[config.mk]
export PLATFORM = sky130hd
export DESIGN_NAME = pipe_skid_reg_flat
export DESIGN_NICKNAME = d
export VERILOG_FILES = /design/src/rtl/pipe_pkg.sv /design/src/rtl/pipe_skid_reg_if.sv /design/src/rtl/dff_en_vec.sv /design/src/rtl/pipe_skid_reg.sv /design/src/flat_wrapper.sv
export SDC_FILE = /design/constraint.sdc
export NUM_CORES = 1
export LEC_CHECK = 0
export ABC_AREA = 1
export CAP_MARGIN = 25
export CORE_MARGIN = 2
export CORE_UTILIZATION = 60
export DETAILED_ROUTE_END_ITERATION = 10
export DONT_BUFFER_PORTS = 1
export GPL_TIMING_DRIVEN = 0
export PLACE_DENSITY = 0.76
export SLEW_MARGIN = 20
export SYNTH_ARGS = -nofsm -noshare
export SYNTH_HDL_FRONTEND = slang
export SYNTH_SLANG_ARGS = --single-unit
[constraint.sdc]
create_clock -name clk -period 1.7 [get_ports clk]
set_clock_uncertainty 0.1 [all_clocks]
set_input_delay 0.34 -clock clk [delete_from_list [all_inputs] [get_ports clk]]
set_output_delay 0.34 -clock clk [all_outputs]
set_load 0.02 [all_outputs]
[src/rtl/pipe_pkg.sv]
// Shared definitions for the pipeline skid-register stage.
package pipe_pkg;

    localparam int unsigned DEF_WIDTH = 32;

    localparam logic [1:0] ST_EMPTY = 2'd0;
    localparam logic [1:0] ST_FULL  = 2'd1;
    localparam logic [1:0] ST_SKID  = 2'd2;

    typedef enum logic [1:0] {
        S_EMPTY = ST_EMPTY,
        S_FULL  = ST_FULL,
        S_SKID  = ST_SKID
    } state_t;

endpackage

[src/rtl/pipe_skid_reg_if.sv]
// Ready/valid handshake bundle for one pipeline stage (upstream + downstream sides).
interface pipe_skid_reg_if
    import pipe_pkg::*;
#(
    parameter int unsigned WIDTH = DEF_WIDTH
);
    logic             flush;
    logic             in_valid;
    logic [WIDTH-1:0] in_data;
    logic             in_ready;
    logic             out_valid;
    logic [WIDTH-1:0] out_data;
    logic             out_ready;

    modport master (
        output flush, in_valid, in_data, out_ready,
        input  in_ready, out_valid, out_data
    );

    modport slave (
        input  flush, in_valid, in_data, out_ready,
        output in_ready, out_valid, out_data
    );
endinterface

[src/rtl/dff_en_vec.sv]
// Vector register: async active-low reset, synchronous clear (priority) and load enable.
module dff_en_vec #(
    parameter int unsigned           WIDTH   = 32,
    parameter logic [WIDTH-1:0]      RST_VAL = '0
) (
    input  logic             clk,
    input  logic             rst_n,
    input  logic             clr,
    input  logic             en,
    input  logic [WIDTH-1:0] d,
    output logic [WIDTH-1:0] q
);

    always_ff @(posedge clk or negedge rst_n) begin
        if (!rst_n)   q <= RST_VAL;
        else if (clr) q <= RST_VAL;
        else if (en)  q <= d;
    end

endmodule

[src/rtl/pipe_skid_reg.sv]
// Pipeline stage register with a one-entry skid buffer; in_ready comes from a flop, not from out_ready.
module pipe_skid_reg
    import pipe_pkg::*;
#(
    parameter int unsigned      WIDTH   = DEF_WIDTH,
    parameter logic [WIDTH-1:0] RST_VAL = '0
) (
    input logic            clk,
    input logic            rst_n,
    pipe_skid_reg_if.slave bus
);

    state_t           state_q, state_d;
    logic             in_ready_q, in_ready_d;
    logic             out_valid_q, out_valid_d;
    logic             acc, pop;
    logic             load_main, load_skid, sel_skid;
    logic [WIDTH-1:0] main_d, main_q, skid_q;

    assign acc = bus.in_valid & in_ready_q;
    assign pop = out_valid_q & bus.out_ready;

    // State and handshake flops
    always_ff @(posedge clk or negedge rst_n) begin
        if (!rst_n) begin
            state_q     <= S_EMPTY;
            in_ready_q  <= 1'b1;
            out_valid_q <= 1'b0;
        end else begin
            state_q     <= state_d;
            in_ready_q  <= in_ready_d;
            out_valid_q <= out_valid_d;
        end
    end

    // Next state and data-load strobes; flush overrides every handshake
    always_comb begin
        state_d   = state_q;
        load_main = 1'b0;
        load_skid = 1'b0;
        sel_skid  = 1'b0;
        case (state_q)
            S_EMPTY: begin
                if (acc) begin
                    state_d   = S_FULL;
                    load_main = 1'b1;
                end
            end
            S_FULL: begin
                if (acc && !pop) begin
                    state_d   = S_SKID;
                    load_skid = 1'b1;
                end else if (acc && pop) begin
                    load_main = 1'b1;
                end else if (pop) begin
                    state_d   = S_EMPTY;
                end
            end
            S_SKID: begin
                if (pop) begin
                    state_d   = S_FULL;
                    load_main = 1'b1;
                    sel_skid  = 1'b1;
                end
            end
            default: state_d = S_EMPTY;
        endcase
        if (bus.flush) begin
            state_d   = S_EMPTY;
            load_main = 1'b0;
            load_skid = 1'b0;
        end
        in_ready_d  = (state_d != S_SKID);
        out_valid_d = (state_d != S_EMPTY);
    end

    assign main_d = sel_skid ? skid_q : bus.in_data;

    dff_en_vec #(.WIDTH(WIDTH), .RST_VAL(RST_VAL)) u_main (
        .clk   (clk),
        .rst_n (rst_n),
        .clr   (bus.flush),
        .en    (load_main),
        .d     (main_d),
        .q     (main_q)
    );

    dff_en_vec #(.WIDTH(WIDTH), .RST_VAL(RST_VAL)) u_skid (
        .clk   (clk),
        .rst_n (rst_n),
        .clr   (bus.flush),
        .en    (load_skid),
        .d     (bus.in_data),
        .q     (skid_q)
    );

    assign bus.in_ready  = in_ready_q;
    assign bus.out_valid = out_valid_q;
    assign bus.out_data  = main_q;

endmodule

[src/flat_wrapper.sv]
// flat-port wrapper written by rule: the top's interface ports become plain ports
module pipe_skid_reg_flat import pipe_pkg::*;
#(
    parameter int unsigned      WIDTH   = DEF_WIDTH,
    parameter logic [WIDTH-1:0] RST_VAL = '0
)
  (clk, rst_n, bus_flush, bus_in_valid, bus_in_data, bus_out_ready, bus_in_ready, bus_out_valid, bus_out_data);
  pipe_skid_reg_if #(.WIDTH(WIDTH)) bus_i ();
  input logic clk;
  input logic rst_n;
  input wire logic [$bits(bus_i.flush)-1:0] bus_flush;
  input wire logic [$bits(bus_i.in_valid)-1:0] bus_in_valid;
  input wire logic [$bits(bus_i.in_data)-1:0] bus_in_data;
  input wire logic [$bits(bus_i.out_ready)-1:0] bus_out_ready;
  output wire logic [$bits(bus_i.in_ready)-1:0] bus_in_ready;
  output wire logic [$bits(bus_i.out_valid)-1:0] bus_out_valid;
  output wire logic [$bits(bus_i.out_data)-1:0] bus_out_data;
  assign bus_i.flush = bus_flush;
  assign bus_i.in_valid = bus_in_valid;
  assign bus_i.in_data = bus_in_data;
  assign bus_i.out_ready = bus_out_ready;
  assign bus_in_ready = bus_i.in_ready;
  assign bus_out_valid = bus_i.out_valid;
  assign bus_out_data = bus_i.out_data;
  pipe_skid_reg #(.WIDTH(WIDTH), .RST_VAL(RST_VAL)) u_core (.clk(clk), .rst_n(rst_n), .bus(bus_i));
endmodule
Word-level counts from Yosys, hierarchy flattened
Index checks and enable logic that the tools add are counted.
{ "totals": {"wordCells": 39, "output_inout_bits": 34, "latchBits": 0, "ram_bits": 0, "ff_bits": 68, "romBits": 0, "n_memories": 0} }
{ "op_classes": {"mul": 0, "add_sub_neg": 0, "n_eq_ne": 3, "order_cmp": 0, "n_reduce_logical": 7, "div_mod_pow": 0, "bitwise": 2, "muxes": 22, "shift": 0} }
{ "ops": {"columns": ["cell", "count"], "rows": [
  ["$mux 32", 5],
  ["$mux 2", 6],
  ["$mux 1", 9],
  ["$pmux 2 s3", 1],
  ["$reduce_bool 2->1", 3],
  ["$pmux 1 s3", 1],
  ["$and 1x1->1", 2],
  ["$eq 2x1->1 const B", 1],
  ["$eq 2x2->1 const B", 1],
  ["$logic_and 1x1->1", 2],
  ["$logic_not 2->1", 1],
  ["$ne 2x2->1 const B", 1],
  ["$logic_not 1->1", 1]
]} }

Longest topological paths before layout
Gate-level depths: netlist of the first run.
{ "logic_depth": {"ltp_word": 8, "depth_mapped": 9, "ltp_nobuf": 7} }

Cells and area by module
From an unflattened synthesis of the first run, not the netlist that was laid out.
{ "hier_totals": {"hier_cells": 419, "area_unflattened_um2": 3357.0} }
{ "by_module_without_submodules": {"columns": ["module", "area_per_inst_um2", "cells_each", "instances"], "rows": [
  ["dff_en_vec", 1351.3, 140, 2],
  ["pipe_skid_reg", 654.4, 139, 1]
]} }

Worst setup path before layout of the first run
No wires, ideal clock.
{ "synth_path": {"path_kind": "flip-flop to flip-flop", "from": "register u_core.in_ready_q, in the netlist u_core.bus.in_ready", "to": "register u_core.u_skid.q[0]", "path_stages_with_launch": 8, "setup_time_ps": 66, "path_slack_ps": 157, "arrival_ps": 1377, "required_ps": 1534, "path_cell_list": "dfstp_2 > nand2_1 > nor2_1 > nand3_1 > inv_1 > buf_4 > nand3_1 > nand2_1"} }
{ "synth_via": {"elab_chain_len": 6} }
{ "synth_lines": {"columns": ["element", "line", "source"], "rows": [
  ["start, declared", "pipe_skid_reg.sv:14", "logic in_ready_q, in_ready_d;"],
  ["start signal, assigned", "pipe_skid_reg.sv:31", "in_ready_q <= in_ready_d;"],
  ["$and 1x1->1", "pipe_skid_reg.sv:20", "assign acc = bus.in_valid & in_ready_q;"],
  ["$logic_and 1x1->1", "pipe_skid_reg.sv:50", "if (acc && !pop) begin"],
  ["$mux 1", "pipe_skid_reg.sv:50", null],
  ["$mux 1", "pipe_skid_reg.sv:42", "case (state_q)"],
  ["$mux 1", "pipe_skid_reg.sv:68", "if (bus.flush) begin"],
  ["$reduce_bool 2->1 (no source line)", null, null],
  ["end signal, assigned", "dff_en_vec.sv:15", "if (!rst_n) q <= RST_VAL;"],
  ["end signal, assigned", "dff_en_vec.sv:16", "else if (clr) q <= RST_VAL;"],
  ["end signal, assigned", "dff_en_vec.sv:17", "else if (en) q <= d;"],
  ["end, declared", "dff_en_vec.sv:11", "output logic [WIDTH-1:0] q"]
]} }
No other way between the ends.
A chain may end at the register's enable or synchronous reset.

Worst setup path in the final report of the first run
{ "layout_path": {"from": "register u_core.in_ready_q, in the netlist u_core.bus.in_ready", "to": "register u_core.u_main.q[11]"} }
{ "layout_via": {"elab_chain_len": 7, "elab_cells_between_ends": 9} }
{ "layout_lines": {"columns": ["element", "line", "source"], "rows": [
  ["$and 1x1->1 (*)", "pipe_skid_reg.sv:20", null],
  ["$logic_and 1x1->1", "pipe_skid_reg.sv:53", "end else if (acc && pop) begin"],
  ["$mux 1", "pipe_skid_reg.sv:53", null],
  ["$mux 1", "pipe_skid_reg.sv:50", null],
  ["$pmux 1 s3 (*)", "pipe_skid_reg.sv:42", null],
  ["$mux 1 (*)", "pipe_skid_reg.sv:68", null],
  ["$reduce_bool 2->1 (no source line) (*)", null, null],
  ["end signal, assigned", "dff_en_vec.sv:15", null],
  ["end signal, assigned", "dff_en_vec.sv:16", null],
  ["end signal, assigned", "dff_en_vec.sv:17", null],
  ["end, declared", "dff_en_vec.sv:11", null]
]} }
Mark *: on every way between the ends. The rest lies on a longest branch, timed or not.

==> reports/results.txt, run 1 <==
Critical Path AT -> 1.81 ns
CTS tree -> built
Worst setup SP type -> register
Die footprint -> 0.00613 sq mm
Crit path kind -> register to register
CP max stage delay -> 0.60 ns
Core area -> 0.00541 sq mm
Clock latency at the later pin of the worst-skew pair -> 0.34 ns
Share of layout cells above drive strength 1 -> 12.9%
Commonest non-fill, non-tap cell in the layout -> nand2_1
Buffer depth of the longest clock path -> 2
VDD IR max -> 0.000678 V
Layout area overhead -> 12.7%
First-pass GRT wire length -> 13900 um
Post-Place Cell Area -> 0.00340 sq mm
WL/cell -> 17.0 um
Clock power frac -> 33.8%
Total track usage -> 29.4%
Status -> finished with violations
Grt total ovfl -> 0
Yosys reg bits -> 68
Max-Cap Viols -> 0
R2R setup slack -> 0.07 ns
Initial cell density of the core -> 61.3%
Max-slew headroom -> 65.9%
Die H -> 78.3 um
Detailed Place HPWL -> 5630 um
Sequential Power Share -> 52.3%
DR iter-0 viols -> 280
Cts bufs inserted -> 9
P_sw -> 0.00112 W
Leakage power total -> 2.05 nW
Root buffer cell -> clkbuf_8
Row Count -> 27
RSZ-0062 raised after global routing -> yes
Clock-pin slew on the worst setup and hold paths -> 0.07 ns
Cell area after synthesis -> 0.00331 sq mm
Total I/O pin count -> 71
Post-synthesis cell count -> 420
Die W -> 78.3 um
CP required -> 1.88 ns
Slowest stage cell on the critical path -> dfstp_2
CP Max Fanout -> 10
Area contributors post-synth -> dfrtp_1 51%, nand3_1 20%, nand2_1 16%
Cell taking the most area after synthesis -> dfrtp_1
H-tree depth -> 3
Largest net degree at the start of global routing -> 69
Pwr per Cell Area -> 998 mW/mm^2
Critical Path Sink Type -> register
Antenna Nets Post-Route -> 0
Antenna Cells -> 0
Gate power share -> 13.8%
Initial antenna violation count -> 0
Nets -> 475
Power Total -> 0.00373 W
Critical path's top delay family -> simple AND/OR/NAND/NOR gates
Final setup violation count -> 0
Pint -> 0.00261 W
Max-slew violations -> 0
Hold WC Path Type -> primary input to asynchronous set/reset pin
DR DRC count -> 0
Yosys warning count -> 0
Place WS -> -0.258 ns
Final Critical Period -> 1.63 ns
Mean Syn Cell Area -> 7.89 sq um
Violated checks -> hold timing
Clk sinks -> 68
Post-route design area -> 0.00373 sq mm
CP bufs+invs -> 1
Via count -> 3073
Seq/Total Area, Yosys -> 51.4%
Port bufs -> 0
Fill cell count -> 449
Final wirelength -> 8770 um
Yosys cell types -> 14
Max Freq -> 613 MHz
Tcrit/Tclk final -> 95.9%
Yosys top cell area share -> 50.6%
DRT Pass-1 Iters -> 5
Setup slack after layout -> 0.0697 ns
Worst-Margin Slew -> 0.511 ns
Vias in the first global route -> 2895
Syn_nets -> 457
CP Cell Sequence -> nand2_2, nor2_4, nand2_4, nand3_4, buf_4, nand3_1, nand2_1
Vias per inst -> 5.97
Hold Violations, Final -> 68
Switching share of power -> 30.1%
GPL Wtd Cong -> 0.819
Most frequent cells in the layout -> 136 x nand2_1, 130 x nand3_1, 65 x dfrtp_1, 32 x nand4_1, 16 x clkbuf_1
Fin Hold WS -> -0.407 ns
-- final timing paths --
kind | start | end | cells past startpoint
max in group asynchronous | rst_n | u_core.bus.in_ready | 0
hold reg to reg | u_core.u_skid.q[20] | u_core.u_skid.q[20] | 2
setup / recovery | u_core.bus.in_ready | u_core.u_main.q[11] | 7
hold / removal | rst_n | u_core.u_main.q[29] | 0
setup reg to reg | u_core.bus.in_ready | u_core.u_main.q[11] | 7
min in group clk | bus_in_data[12] | u_core.u_skid.q[12] | 2
-- registers in the layout, summed over array words and instances, names as in the netlist --
signal and cells:
u_core.bus.in_ready 1, u_core.bus.out_valid 1, u_core.state_q 2, u_core.u_main.q 32
u_core.u_skid.q 32
-- cells in the mapped netlist (all sizes together) --
master,instances
inv,6
nor2,2
dfstp,1
clkbuf,18
buf,21
nand2,140
o21ai,1
nand4,32
dfrtp,67
nand3,132
-- routing by layer --
| metal | global-route usage (%) | wire, um | up-vias |
|---|---|---|---|
| li1 | - | - | 1468 |
| met1 | 38.3 | 3610 | 1430 |
| met3 | 6.55 | 703 | 19 |
| met5 | 0 | 0 | - |
| met4 | 11.9 | 182 | 0 |
| met2 | 47.9 | 4280 | 156 |
-- stage by stage --
step	util, %	TNS, ns	cells	hold WS (ns)
after floorplan	-	0	420	-0.0556
after global placement	63.0	-8.43	492	-0.0545
after detailed placement	63.0	-10.71	492	-0.0545
after CTS	67.2	-0.0211	509	-0.423
after global routing	69.1	-0.0437	515	-0.423
final	69.1	0	515	-0.407
-- repair_timing --
action	4_1_cts	5_1_grt
hold endpoints to repair	68	68
gates resized for setup	17	24
setup buffers	1	6
pin swaps	2	2
setup endpoints to repair	60	60
-- area by class of cell --
cell class / count / area [sq um] / area share, %
Timing Repair Buffer: 7 / 52.6 / 1.41
Buffer: 39 / 225 / 6.03
Sequential cell: 68 / 1710 / 45.7
Multi-Input combinational cell: 307 / 1460 / 39.1
Tap cell: 72 / 90.1 / 2.41
Clock buffer: 14 / 143 / 3.82
Clock inverter: 2 / 35.0 / 0.938
Inverter: 6 / 25.0 / 0.670
-- logic make-up after synthesis --
| group | after synthesis | share of synthesized area (%) |
|---|---|---|
| simple gates | 306 | 42.3 |
| flops | 68 | 51.4 |
| buf+inv | 45 | 6.19 |
| compound gates | 1 | 0.151 |
-- power groups by stage --
stage | Sequential (W) | Clock (W) | Combinational [W]
3_5_place_dp | 0.00197 | 0 | 0.000447
2_1_floorplan | 0.00195 | 0 | 0.000342
5_1_grt | 0.00196 | 0.00133 | 0.000573
4_1_cts | 0.00195 | 0.00128 | 0.000473
3_3_place_gp | 0.00197 | 0 | 0.000436
6_report | 0.00195 | 0.00126 | 0.000516
No activity file was read; power rests on OpenSTA's default activity.
==> run 2: changes to the inputs <==
--- a/config.mk
+++ b/config.mk
@@ -13,6 +13,7 @@
 export DONT_BUFFER_PORTS = 1
 export GPL_TIMING_DRIVEN = 0
 export PLACE_DENSITY = 0.76
+export SETUP_SLACK_MARGIN = 0.3
 export SLEW_MARGIN = 20
 export SYNTH_ARGS = -nofsm -noshare
 export SYNTH_HDL_FRONTEND = slang
==> reports/results.txt, run 2 (same netlist as run 1, synthesis figures left out) <==
GPL Wtd Cong -> 0.841 (was 0.819)
DR DRC count -> 0 (unchanged)
Critical Path AT -> 1.81 ns (about the same)
Crit path kind -> register to register (unchanged)
DR iter-0 viols -> 374 (was 280)
Final setup violation count -> 0 (unchanged)
CP required -> 1.90 ns (was 1.88 ns)
Fin Hold WS -> -0.428 ns (was -0.407 ns)
Pwr per Cell Area -> 988 mW/mm^2 (was 998 mW/mm^2)
Largest net degree at the start of global routing -> 69 (unchanged)
Critical Path Sink Type -> register (unchanged)
Clock latency at the later pin of the worst-skew pair -> 0.36 ns (was 0.34 ns)
DRT Pass-1 Iters -> 6 (was 5)
VDD IR max -> 0.000612 V (was 0.000678 V)
Hold Violations, Final -> 68 (unchanged)
Largest regs -> u_core.u_main.q: 32 flops, u_core.u_skid.q: 32 flops, u_core.state_q: 2 flops (unchanged)
Clock power frac -> 36.7% (was 33.8%)
Gate power share -> 16.3% (was 13.8%)
Fill cell count -> 357 (was 449)
Storage element area -> 0.00171 sq mm (unchanged)
Worst-Margin Slew -> 0.725 ns (was 0.511 ns)
Switching share of power -> 30.8% (was 30.1%)
Core area -> 0.00541 sq mm (unchanged)
Clk sinks -> 68 (unchanged)
Sequential Power Share -> 47.0% (was 52.3%)
Root buffer cell -> clkbuf_8 (unchanged)
Die footprint -> 0.00613 sq mm (unchanged)
Cts bufs inserted -> 9 (unchanged)
Max Freq -> 619 MHz (was 613 MHz)
WL/cell -> 18.8 um (was 17.0 um)
Worst setup SP type -> register (unchanged)
Fin cells -> 527 (was 515)
Violated checks -> hold timing (unchanged)
Initial antenna violation count -> 0 (unchanged)
Grt total ovfl -> 0 (unchanged)
Final Critical Period -> 1.61 ns (was 1.63 ns)
Row Count -> 27 (unchanged)
Die H -> 78.3 um (unchanged)
Detailed Place HPWL -> 5640 um (was 5630 um)
Dpl cells -> 492 (unchanged)
Hold WC Path Type -> primary input to asynchronous set/reset pin (unchanged)
Max-Cap Viols -> 0 (unchanged)
P_sw -> 0.00128 W (was 0.00112 W)
Nets -> 487 (was 475)
Combined area of the multi-input logic cells -> 0.00165 sq mm (was 0.00146 sq mm)
CP Max Fanout -> 8 (was 10)
Share of layout cells above drive strength 1 -> 24.6% (was 12.9%)
H-tree depth -> 3 (unchanged)
Antenna Cells -> 0 (unchanged)
Initial cell density of the core -> 61.3% (unchanged)
Pint -> 0.00287 W (was 0.00261 W)
Total I/O pin count -> 71 (unchanged)
Layout area overhead -> 26.8% (was 12.7%)
Final wirelength -> 9900 um (was 8770 um)
Die W -> 78.3 um (unchanged)
Clock-pin slew on the worst setup and hold paths -> 0.08 ns (was 0.07 ns)
Vias in the first global route -> 3101 (was 2895)
Setup TNS -> 0 ns (unchanged)
Max-slew headroom -> 51.7% (was 65.9%)
Via count -> 3377 (was 3073)
Commonest non-fill, non-tap cell in the layout -> nand2_1 (unchanged)
CTS tree -> built (unchanged)
Most frequent cells in the layout -> 133 x nand2_1, 96 x nand3_1, 65 x dfrtp_1, 34 x nand3_2, 32 x nand4_1 (was 136 x nand2_1, 130 x nand3_1, 65 x dfrtp_1, 32 x nand4_1, 16 x clkbuf_1)
RSZ-0062 raised after global routing -> yes (unchanged)
Port bufs -> 0 (unchanged)
Total track usage -> 30.9% (was 29.4%)
Status -> finished with violations (unchanged)
Vias per inst -> 6.41 (was 5.97)
First-pass GRT wire length -> 14800 um (was 13900 um)
Buffer depth of the longest clock path -> 2 (unchanged)
Tcrit/Tclk final -> 95.0% (was 95.9%)
Antenna Nets Post-Route -> 0 (unchanged)
Leakage power total -> 2.20 nW (was 2.05 nW)
Max-slew violations -> 0 (unchanged)
[run 2: cell count changes in the layout (fill, tap and decap cells not counted), moves of 4 or more]
cell and change:
clkbuf_1 -6, nand3_1 -34, clkbuf_2 -4, buf_6 +5
nand3_2 +34
[run 2: layout make-up]
type | instances | share of cell area, %
Sequential cell | 68 | 40.6
Multi-Input combinational cell | 307 | 39.3
Buffer | 39 | 6.73
Timing Repair Buffer | 19 | 5.03
Clock buffer | 10 | 3.27
Tap cell | 72 | 2.14
Clock inverter | 6 | 2.08
Inverter | 6 | 0.893
[run 2: power groups by stage]
stage                     registers, W  logic (W)  clock network [W]
after floorplan                0.00196   0.000381                  0
after global placement         0.00198   0.000478                  0
after detailed placement       0.00198   0.000489                  0
after CTS                      0.00195   0.000571            0.00151
after global routing           0.00197   0.000732            0.00159
final                          0.00195   0.000675            0.00153
[run 2: routing by layer]
layer | vias to the layer above | share of wire, % | track usage [%] | wire (um)
met5 | - | 0 | 0 | 0
met4 | 0 | 2.3 | 11.8 | 225
met3 | 28 | 11 | 9.54 | 1050
met2 | 226 | 48 | 48.0 | 4780
met1 | 1628 | 39 | 41.0 | 3840
li1 | 1495 | - | - | -
[run 2: timing repair]
| action | CTS | global route |
|---|---|---|
| pin swaps | 15 | 32 |
| setup endpoints to repair | 66 | 69 |
| gates resized for setup | 36 | 41 |
| cloned | 2 | 4 |
| buffers inserted | 11 | 0 |
| endpoints found under the hold margin | 68 | 70 |
[run 2: worst paths after layout]
| path | from | endpoint | slack, ns | cells past startpoint |
|---|---|---|---|---|
| worst min-delay path | rst_n | u_core.u_main.q[12] | -0.43 | 0 |
| min in group clk | bus_in_data[15] | u_core.u_skid.q[15] | 0 | 2 |
| worst max register to register | u_core.bus.in_ready | u_core.u_skid.q[20] | 0.09 | 7 |
| worst max-delay path | u_core.bus.in_ready | u_core.u_skid.q[20] | 0.09 | 7 |
| worst min register to register | u_core.u_skid.q[8] | u_core.u_skid.q[8] | 0.42 | 2 |
| max in group asynchronous | rst_n | u_core.bus.in_ready | 1.72 | 0 |
[run 2: worst max-delay path: stages (launching register included)]
cell and delay (ns):
dfstp_2 0.61, nand2_4 0.07, nor2_4 0.15, nand3_4 0.17
clkinv_8 0.13, clkbuf_16 0.15, nand3_2 0.06, nand2_1 0.11
[run 2: metrics by stage]
stage / total power (W) / area [sq um] / setup slack, ns / util [%]
after floorplan: 0.00234 / 3400 / 0.264 / -
after global placement: 0.00245 / 3490 / 0.0607 / 64.6
after detailed placement: 0.00247 / 3490 / 0.0211 / 64.6
after CTS: 0.00404 / 3940 / 0.155 / 72.8
after global routing: 0.00429 / 4200 / 0.0240 / 77.8
final: 0.00415 / 4200 / 0.0852 / 77.8
